$ cat src/rtl/calc_core_n.sv
// Keypad-driven four-function decimal calculator core: operand entry, iterative
// restoring divider, double-dabble conversion and an eight-digit code display.
module calc_core_n #(
  parameter int DIGITS = 2,
  parameter int RW     = 27
) (
  input  logic        clk,
  input  logic        rst_n,
  input  logic        key_pulse,
  input  logic [3:0]  key_code,
  output logic [39:0] seg_data,
  output logic [7:0]  seg_data_en,
  output logic [7:0]  seg_dot_en,
  output logic        busy,
  output logic        err
);
  localparam int OW = 14;
  localparam int ND = (RW + 2) / 3;
  localparam int BW = 4 * ND;
  localparam int EW = 4 * DIGITS;
  localparam int CW = $clog2(RW) + 1;
  localparam logic [OW-1:0] TEN = OW'(10);
  localparam logic [39:0] BLANKS = {8{5'd16}};

  typedef enum logic [2:0] {IDLE, OPA, OP, OPB, CALC, CONV, SHOW, ERR} state_t;
  typedef enum logic [1:0] {OP_ADD, OP_SUB, OP_MUL, OP_DIV} op_t;

  state_t        state_q, state_d;
  op_t           op_q, op_d;
  logic [OW-1:0] a_q, a_d, b_q, b_d;
  logic [2:0]    cnt_q, cnt_d;
  logic [EW-1:0] ent_q, ent_d;
  logic [RW-1:0] res_q, res_d, rem_q, rem_d;
  logic          neg_q, neg_d;
  logic [BW-1:0] bcd_q, bcd_d;
  logic [CW-1:0] step_q, step_d;
  logic [39:0]   seg_q, seg_d;
  logic          busy_q, busy_d, err_q, err_d;

  logic          key_digit, key_op, key_eq, key_clr;
  logic [RW:0]   rem_sh;
  logic [BW-1:0] bcd_adj;
  logic [RW-1:0] b_ext;
  logic [31:0]   ent_pad;
  int            msd;

  assign key_digit = key_pulse && (key_code <= 4'd9);
  assign key_op    = key_pulse && (key_code >= 4'ha) && (key_code <= 4'hd);
  assign key_eq    = key_pulse && (key_code == 4'he);
  assign key_clr   = key_pulse && (key_code == 4'hf);
  assign b_ext     = RW'(b_q);
  assign ent_pad   = 32'(ent_q);

  always_comb begin
    state_d = state_q;
    op_d    = op_q;
    a_d     = a_q;
    b_d     = b_q;
    cnt_d   = cnt_q;
    ent_d   = ent_q;
    res_d   = res_q;
    rem_d   = rem_q;
    neg_d   = neg_q;
    bcd_d   = bcd_q;
    step_d  = step_q;

    rem_sh = {rem_q, res_q[RW-1]};
    for (int i = 0; i < ND; i++) begin
      bcd_adj[4*i +: 4] = (bcd_q[4*i +: 4] >= 4'd5) ? bcd_q[4*i +: 4] + 4'd3 : bcd_q[4*i +: 4];
    end

    case (state_q)
      IDLE, SHOW: begin
        if (key_digit) begin
          a_d     = OW'(key_code);
          b_d     = '0;
          ent_d   = EW'(key_code);
          cnt_d   = 3'd1;
          neg_d   = 1'b0;
          state_d = OPA;
        end
      end
      OPA: begin
        if (key_digit) begin
          if (cnt_q < 3'(DIGITS)) begin
            a_d   = a_q * TEN + OW'(key_code);
            ent_d = (ent_q << 4) | EW'(key_code);
            cnt_d = cnt_q + 3'd1;
          end
        end else if (key_op) begin
          op_d    = op_t'(key_code[1:0] + 2'd2);
          state_d = OP;
        end
      end
      OP: begin
        if (key_digit) begin
          b_d     = OW'(key_code);
          ent_d   = EW'(key_code);
          cnt_d   = 3'd1;
          state_d = OPB;
        end else if (key_op) begin
          op_d = op_t'(key_code[1:0] + 2'd2);
        end
      end
      OPB: begin
        if (key_digit) begin
          if (cnt_q < 3'(DIGITS)) begin
            b_d   = b_q * TEN + OW'(key_code);
            ent_d = (ent_q << 4) | EW'(key_code);
            cnt_d = cnt_q + 3'd1;
          end
        end else if (key_eq) begin
          // res doubles as the dividend/quotient shift register for division
          res_d   = RW'(a_q);
          rem_d   = '0;
          step_d  = '0;
          neg_d   = 1'b0;
          state_d = CALC;
        end
      end
      CALC: begin
        state_d = CONV;
        bcd_d   = '0;
        step_d  = '0;
        case (op_q)
          OP_ADD: res_d = RW'(a_q) + b_ext;
          OP_SUB: begin
            if (a_q >= b_q) begin
              res_d = RW'(a_q) - b_ext;
            end else begin
              res_d = b_ext - RW'(a_q);
              neg_d = 1'b1;
            end
          end
          OP_MUL: res_d = RW'(a_q) * b_ext;
          default: begin
            if (b_q == '0) begin
              state_d = ERR;
            end else begin
              if (rem_sh >= {1'b0, b_ext}) begin
                rem_d = rem_sh[RW-1:0] - b_ext;
                res_d = {res_q[RW-2:0], 1'b1};
              end else begin
                rem_d = rem_sh[RW-1:0];
                res_d = {res_q[RW-2:0], 1'b0};
              end
              if (step_q != CW'(RW - 1)) begin
                state_d = CALC;
                step_d  = step_q + CW'(1);
              end
            end
          end
        endcase
      end
      CONV: begin
        bcd_d  = {bcd_adj[BW-2:0], res_q[RW-1]};
        res_d  = {res_q[RW-2:0], 1'b0};
        step_d = step_q + CW'(1);
        if (step_q == CW'(RW - 1)) begin
          state_d = SHOW;
        end
      end
      default: ;
    endcase

    // Clear wins over everything, including an in-flight computation
    if (key_clr) begin
      state_d = IDLE;
      op_d    = OP_ADD;
      a_d     = '0;
      b_d     = '0;
      cnt_d   = '0;
      ent_d   = '0;
      res_d   = '0;
      rem_d   = '0;
      neg_d   = 1'b0;
      bcd_d   = '0;
      step_d  = '0;
    end
  end

  always_comb begin
    seg_d = BLANKS;
    msd   = 0;
    for (int i = 0; i < 8; i++) begin
      if (bcd_q[4*i +: 4] != 4'd0) msd = i;
    end
    case (state_q)
      OPA, OPB: begin
        for (int i = 0; i < 8; i++) begin
          if (i < int'(cnt_q)) seg_d[5*i +: 5] = {1'b0, ent_pad[4*i +: 4]};
        end
      end
      OP: begin
        case (op_q)
          OP_ADD:  seg_d[9:0] = {5'd10, 5'd11};
          OP_SUB:  seg_d[4:0] = 5'd12;
          OP_MUL:  seg_d[4:0] = 5'd13;
          default: seg_d[4:0] = 5'd14;
        endcase
      end
      SHOW: begin
        // Digits above the most significant non-zero one are blanked
        for (int i = 0; i < 8; i++) begin
          if (i <= msd) seg_d[5*i +: 5] = {1'b0, bcd_q[4*i +: 4]};
          else if (neg_q && (i == msd + 1)) seg_d[5*i +: 5] = 5'd12;
        end
      end
      ERR: seg_d[14:0] = {5'd15, 5'd17, 5'd17};
      default: ;
    endcase
  end

  assign busy_d = (state_d == CALC) || (state_d == CONV);
  assign err_d  = (state_d == ERR);

  always_ff @(posedge clk or negedge rst_n) begin
    if (!rst_n) begin
      state_q <= IDLE;
      op_q    <= OP_ADD;
      a_q     <= '0;
      b_q     <= '0;
      cnt_q   <= '0;
      ent_q   <= '0;
      res_q   <= '0;
      rem_q   <= '0;
      neg_q   <= 1'b0;
      bcd_q   <= '0;
      step_q  <= '0;
      seg_q   <= BLANKS;
      busy_q  <= 1'b0;
      err_q   <= 1'b0;
    end else begin
      state_q <= state_d;
      op_q    <= op_d;
      a_q     <= a_d;
      b_q     <= b_d;
      cnt_q   <= cnt_d;
      ent_q   <= ent_d;
      res_q   <= res_d;
      rem_q   <= rem_d;
      neg_q   <= neg_d;
      bcd_q   <= bcd_d;
      step_q  <= step_d;
      seg_q   <= seg_d;
      busy_q  <= busy_d;
      err_q   <= err_d;
    end
  end

  assign seg_data    = seg_q;
  assign seg_data_en = 8'hff;
  assign seg_dot_en  = 8'h00;
  assign busy        = busy_q;
  assign err         = err_q;

endmodule

$ cat config.mk
export PLATFORM = sky130hd
export DESIGN_NAME = calc_core_n
export DESIGN_NICKNAME = d
export VERILOG_FILES = /design/src/rtl/calc_core_n.sv
export SDC_FILE = /design/constraint.sdc
export NUM_CORES = 1
export LEC_CHECK = 0
export CORE_ASPECT_RATIO = 2
export CORE_MARGIN = 10
export CORE_UTILIZATION = 25
export DETAILED_ROUTE_END_ITERATION = 7
export GPL_ROUTABILITY_DRIVEN = 0
export PLACE_DENSITY = 0.41
export REMOVE_ABC_BUFFERS = 1
export SLEW_MARGIN = 40
export SYNTH_ARGS = -nofsm -noshare
export SYNTH_HDL_FRONTEND = slang
export SYNTH_SLANG_ARGS = --single-unit
export TNS_END_PERCENT = 5
$ cat constraint.sdc
create_clock -name clk -period 8 [get_ports clk]
set_input_delay 1.6 -clock clk [delete_from_list [all_inputs] [get_ports clk]]
set_output_delay 1.6 -clock clk [all_outputs]
set_load 0.02 [all_outputs]
==> run metrics <==
Worst R2R Path Depth 20; routed wire length 81.6 mm; fin crit share 0.884; CP most frequent cell ha_1; GRT Residual Overflow 0; GR Util met3 0.0148; M2 GR Usage 0.355; clock latency on the worst-skew pair 0.50 ns; Worst R2R End res_q[25]$_DFFE_PN0P_; area post-placement 21600 um^2; Initial Util 0.251; # hold bufs at CTS 0; final hold violation count 0; Pwr Density 262 nW/um^2; slowest stage delay, CP 0.69 ns; Antenna Cells 0; startpoint types flip-flop; GRT met1 Usage 0.157; GR peak layer met2; Synth Register Bits 179; Async S/R FF share, synth 1.00; CTS tree done; Max Clock Freq 141 MHz; final setup vio count 0; Gate Count Post-Synth 2341; Die Area 91600 um^2; crit path capture res_q[25]$_DFFE_PN0P_; P_leak 10.4 nW; VDD IR-drop max 214 uV; Slew Limit Fails 0; HPWL Detailed 65.6 mm; Post-CTS Repair Setup Buffers 0; Sink Count 179; crit path from a_q[2]$_DFFE_PN0P_; drt initial violations 840; hold_ws 0.486 ns; register area share after synthesis 0.226; Mapped Area 19800 um^2; DRT antenna net count 0; # port buffers 48; RSZ-0062 raised after global routing false; critical path type flip-flop to flip-flop; Die Wd 219 um; antenna violations before repair 0; IO Pins 65; share of cells above drive strength 1 0.0600; number of flops mapped to enable cells by yosys 0; TritonRoute pass-1 iters 7; Tot GR Track Use 0.178; first-pass GRT wire length 120 mm; Final Instance Area 22300 um^2; Cell Rows 146; Worst R2R Start a_q[2]$_DFFE_PN0P_; Period minus WS final 7.07 ns; Slew @ Worst Pin 0.945 ns; Post-synth top flop dfrtp_1; Remaining DRCs 0; Yosys cell types 92; r2r setup slk 0.93 ns; drt wl/cell 23.9 um; Post-Syn Area per Cell 8.47 um^2; chip height 418 um; CTS H-Tree Depth 4; CP Cell Sequence clkinv_1 -> nor2_1 -> fa_1 -> fa_1 -> ha_1 -> ha_1 -> ha_1 -> inv_1 -> fa_1 -> inv_1 -> ha_1 -> o21ai_0 -> o21bai_1 -> o21ai_0 -> and3_1 -> a31oi_1 -> a32oi_1 -> a31oi_1 -> mux2i_1 -> o211ai_1; core area 78900 um^2; critical path peak fanout 13; Max Cap Violations 0; Critical Path Sink Type flip-flop; Worst-path clk slew 0.09 ns; largest net degree at the start of global routing 130; via count 17500; Slew HR 0.370; root buffer cell clkbuf_16; final setup TNS 0 ns; Clock Tree Buf Depth 2; Slowest-stage cell, CP dfrtp_1; Critical Path AT 7.43 ns; final core area utilization 0.282; WHS Path Cells 2; Min-Delay Path Class flip-flop to flip-flop; Area Growth Syn to Fin 12.3%; Vias/cell 5.12; clock skew 0.0237 ns; fin nets 2737; CP required 8.36 ns; Syn. warnings 0; post-cts resize count 0; vias in the first global route 19000; status finished, final reports clean; Fill cells 8453; total CTS buffers 17
-- cell usage in the layout, fill, tap and decap left out, drive strengths merged, types with 29 or more instances in the layout --
master,n
nor3,45
clkdlybuf4s50,47
nand3,36
buf,61
o31ai,32
fa,148
a21oi,143
xnor2,64
xor2,34
inv,264
nor2,231
o22ai,29
nand2,253
o21ai,143
dfrtp,171
a21o,38
ha,213
-- worst max-delay path: cells and delay by family, from the launching register on --
kind	cells	cell delay, ns
fa+ha+maj	7	2.69
flops	1	0.69
buf+inv	3	0.58
compound gates	7	2.18
mux	1	0.24
simple gates	2	0.54
-- through the flow --
stage	cells	worst slack [ns]	total power, mW
final	3418	0.929	5.83
after floorplan	2241	1.91	3.51
after global placement	3385	0.980	4.86
after global routing	3418	0.650	6.18
after detailed placement	3385	0.991	4.87
after CTS	3417	0.973	5.80
-- flip-flops by register name (all words and copies together) (netlist names) --
signal    flops
seg_data     40
bcd_q        32
rem_q        27
res_q        27
a_q          14
b_q          14
ent_q         8
step_q        6
cnt_q         3
state_q       3
op_q          2
busy          1
err           1
neg_q         1
-- cells in the mapped netlist, types with 17 or more instances --
library cell  count  share of area
a31oi_1          24         0.0076
a22o_1           17         0.0075
xnor2_1          64          0.028
nor3_1           44          0.011
a21oi_1         143          0.036
dfrtp_1         171           0.22
clkbuf_1         77          0.015
nor2b_1          28         0.0088
o31ai_1          31          0.012
nand2b_1         28         0.0088
ha_1            213           0.13
nand2_1         253          0.048
o21ai_0         138          0.035
buf_4            17         0.0064
o21a_1           26         0.0098
o22ai_1          29         0.0092
fa_1            148           0.15
xor2_1           34          0.015
nor2_1          230          0.044
a21o_1           38          0.014
inv_1           254          0.048
and3_1           19         0.0060
nand3_1          35         0.0088
-- where the power goes --
part | switching [mW] | internal (mW) | total (mW)
Sequential | 0.203 | 1.05 | 1.25
Clock | 0.484 | 0.419 | 0.903
Combinational | 2.39 | 1.29 | 3.68
Total | 3.08 | 2.75 | 5.83
-- cells by family (layout without fill, tap and decap cells) --
kind of cell	count (synthesis)	count (layout)	share of synthesized area
AOI/OAI and AO/OA	589	589	0.196
xor gates and xnor gates	99	99	0.0444
adders and majority gates	362	362	0.284
buffers and inverters	383	410	0.0779
DFF	179	179	0.226
muxes	18	18	0.00928
other	2	16	0.000379
and+or+nand+nor	709	709	0.161
-- metal layers --
layer  up-vias  part of all wire
met4         0             0.087
li1       8025                 -
met3       240             0.027
met1      8719              0.32
met2       517              0.57
met5         -                 0
-- worst min path at each step --
stage | startpoint | end
final | ent_q[6]$_DFFE_PN0P_ | ent_q[6]$_DFFE_PN0P_
after global placement | step_q[5]$_DFFE_PN0P_ | step_q[5]$_DFFE_PN0P_
after floorplan | ent_q[6]$_DFFE_PN0P_ | seg_data[7]$_DFF_PN0_
after CTS | ent_q[6]$_DFFE_PN0P_ | ent_q[6]$_DFFE_PN0P_
after global routing | ent_q[6]$_DFFE_PN0P_ | seg_data[7]$_DFF_PN0_
after detailed placement | res_q[14]$_DFFE_PN0P_ | res_q[14]$_DFFE_PN0P_
-- layout make-up --
type | count | area [um^2] | area share
clock buffers | 17 | 425 | 0.0191
clock inverters | 15 | 163 | 0.00731
inverters | 269 | 1010 | 0.0454
multi-input cells | 1793 | 13900 | 0.624
flip-flops and latches | 179 | 4490 | 0.202
well taps | 1036 | 1300 | 0.0582
repair buffers | 109 | 975 | 0.0438
Note: power is estimated with default switching activity, not from simulation.
==> edit 1: new RTL, same settings <==
Remove the case item `OP_MUL` of the case on `op_q`.
--- a/src/rtl/calc_core_n.sv
+++ b/src/rtl/calc_core_n.sv
@@ -134,3 +134,2 @@
           end
-          OP_MUL: res_d = RW'(a_q) * b_ext;
           default: begin
Behaviour: no difference found for any inputs over 4 cycles, from zero or initial values and one cycle with rst_n low; that may be too few to reach the edited logic, so the function may still have changed.
==> edit 1 against the original RTL <==
Design area decreased by 32%. Worst setup slack better by 2.7 ns. Synthesized area down 33%. Wire length decreased by 45%. Via count down 36%. Total power increased by 18%. Sequential cell count is the same. Maximum frequency rose by 60%. Count of clock-buffer cells in the layout rose by 2. Cell count down 35%. Sequential share of layout area rose by 9.7 points. Utilization increased by 0.38 points. Non-clock buffer count decreased by 39. Clock power is 0.6% higher.
==> edit 1: results (changes against the original RTL) <==
Iter 0 DRT Violations 611 (-27%); Leak 6.71 nW (-35%); largest net degree at the start of global routing 98 (-25%); worst-skew pair later-pin latency 0.47 ns (-0.03 ns); Routed WL 45.2 mm (-45%); Final Instance Count excl. Fillers 2,227 (-35%); vias in the first global route 11,600 (-39%); Layout fillers 5,650 (-33%); signal buffers share of area 0.0454 (+0.00160); multi-input logic area 8100 µm² (-42%); Synth Area in Compound Gates 0.225 (+0.0291); commonest cells in the netlist 171 x dfrtp_1, 167 x nand2_1, 128 x ha_1; detailed placement HPWL 35.6 mm (-46%); Adder-Cell Fraction of Synth Area 0.134 (-0.150); Metal-1 WL 15.3 mm (-41%); CP Launch Point key_code[1]; period utilization 0.551 (-0.333); Clock Network Area Fraction 0.0412 (+0.0148); Nets 1,692 (-38%); WL met3 1.25 mm (-43%); Placement Setup Slack 3.04 ns (+2.05 ns); routing usage on met2 0.289 (-0.0666); share of cells above drive strength 1 0.0640 (+0.00399); RR Startpoint b_q[1]; met2 WL 26.5 mm (-43%); gr usage total 0.143 (-0.0358); Min-Delay Startpoint ent_q[5]; Cell Int Power 0.00334 W (+21%); status complete, no violations; slew margin rel. 0.454 (+0.0838); Clock Skew 0.0158 ns (-0.00788 ns); hold endpoint ent_q[5]
==> edit 1: cell count changes after synthesis, sizes merged, moves of 12 or more <==
| cell | before | now |
|---|---|---|
| nand2 | 253 | 167 |
| clkbuf | 77 | 41 |
| a31oi | 24 | 12 |
| nand3 | 36 | 21 |
| fa | 148 | 8 |
| ha | 213 | 128 |
| a22o | 17 | 4 |
| o21a | 26 | 14 |
| a21oi | 143 | 114 |
| inv | 257 | 78 |
| xnor2 | 64 | 51 |
| nor2 | 231 | 120 |
| a21o | 38 | 25 |
==> edit 1: through the flow <==
| step | hold WS (ns) | total power (W) | util | instance area, µm² |
|---|---|---|---|---|
| floorplan | 0.440 | 0.00458 | - | 12900 |
| global placement | 0.465 | 0.00600 | 0.273 | 14400 |
| detailed placement | 0.473 | 0.00602 | 0.274 | 14400 |
| CTS | 0.485 | 0.00696 | 0.285 | 15000 |
| global route | 0.506 | 0.00747 | 0.286 | 15000 |
| finish | 0.486 | 0.00690 | 0.286 | 15000 |
==> edit 2: new RTL, config.mk and constraints unchanged <==
Made on the original files. Change the localparam `OW` from 14 to 28.
--- a/src/rtl/calc_core_n.sv
+++ b/src/rtl/calc_core_n.sv
@@ -16,3 +16,3 @@
 );
-  localparam int OW = 14;
+  localparam int OW = 28;
   localparam int ND = (RW + 2) / 3;
Formal check against the unedited RTL: no difference found for any inputs over 4 cycles, from zero or initial values and one cycle with rst_n low; that may be too few to reach the edited logic, so the function may still have changed.
==> edit 2 against the original RTL <==
First-iteration DRC count is 88% higher. Utilization is 0.11 points higher. Total power is 150% higher. Sequential cell count is 28 higher. Wire length is 77% higher. Worst setup slack worse by 0.62 ns. Design area is 55% higher. Synthesized area is 55% higher.
==> edit 2: results (changes against the original RTL) <==
status complete, no violations; Placement Setup Slack 0.427 ns (-0.564 ns); Layout fillers 13,300 (+57%); actual slew at the worst max-slew pin 0.982 ns (+0.0372 ns); DR pass1 iterations 6 (-1); Leak 15.8 nW (+53%); synth unique cells 101 (+9.8%); Area contributors post-synth fa_1 19%, dfrtp_1 16%, ha_1 14%; hold endpoint step_q[4]; pwr dens 422 nW/µm² (+61%); RR Startpoint a_q[6]; met3 Resource Use GR 0.0256 (+0.0108); final hold slack 0.487 ns (+0.000906 ns); Post-Place Cells 5,334 (+58%); first-pass GRT wire length 208 mm (+73%); Clock Skew 0.0375 ns (+0.0138 ns); Min-Delay Startpoint step_q[4]; hold path depth 1 (-1); routing usage on met2 0.407 (+0.0511); share of cells above drive strength 1 0.0669 (+0.00684); Reg2Reg Depth 26 (+30%); initial antenna violation count 4 (+4); Routed WL 144 mm (+77%); slowest CP cell fa_1; CTS Buf Count 26 (+9); register area share after synthesis 0.169 (-0.0572); CTS H-tree lvls 1 (-3); peak supply drop 552 µV (+160%); GR met1 Demand/Resource 0.182 (+0.0251); worst-skew pair later-pin latency 0.67 ns (+0.17 ns); Nets 4,439 (+62%); largest net degree at the start of global routing 61 (-53%); Worst-path clk slew 0.07 ns (-0.02 ns); detailed placement HPWL 117 mm (+79%); Crit Reg-Reg Endpoint res_q[23]
## edit 2: cell count changes after synthesis, moves of 90 or more
cell,unedited run,this run
nor2_1,230,407
ha_1,213,336
xnor2_1,64,154
inv_1,254,497
fa_1,148,288
nand2_1,253,393
o21ai_0,138,233
## edit 2: cells by family (layout without fill, tap and decap cells)
logic type | after synthesis | in the layout | synth area share
compound gates | 851 | 851 | 0.178
xor+xnor | 225 | 225 | 0.0647
fa+ha+maj | 624 | 624 | 0.325
buf+inv | 684 | 747 | 0.0874
flops | 207 | 207 | 0.169
mux | 34 | 34 | 0.0112
other cells | 2 | 18 | 0.000245
simple gates | 1124 | 1124 | 0.164
## edit 2: cell type report
class / count / share of cell area
clock inverters: 14 / 0.00504
multi-input cells: 2874 / 0.665
inverters: 507 / 0.0552
flip-flops and latches: 207 / 0.150
diodes: 2 / 0.000145
well taps: 1555 / 0.0564
clock buffers: 34 / 0.0215
repair buffers: 192 / 0.0462
## edit 2: worst max-delay path by stage
stage	startpoint	end	slack (ns)
finish	a_q[6]	res_q[23]	0.31
global route	b_q[7]	res_q[23]	0.05
CTS	a_q[6]	res_q[23]	0.39
detailed placement	a_q[6]	res_q[23]	0.43
global placement	a_q[6]	res_q[23]	0.56
floorplan	b_q[1]	res_q[23]	0.95
## edit 2: per-layer routing
| layer | wire length [µm] | vias up |
|---|---|---|
| met3 | 5460 | 447 |
| met1 | 44500 | 13800 |
| met5 | 13 | - |
| met2 | 78800 | 850 |
| li1 | - | 12600 |
| met4 | 15700 | 2 |
## edit 2: report_power, final
part | total [W] | internal [W] | switching, W
clock | 0.00138 | 0.000753 | 0.000623
sequential | 0.00139 | 0.00123 | 0.000155
combinational | 0.0118 | 0.00399 | 0.00781
total | 0.0146 | 0.00598 | 0.00859
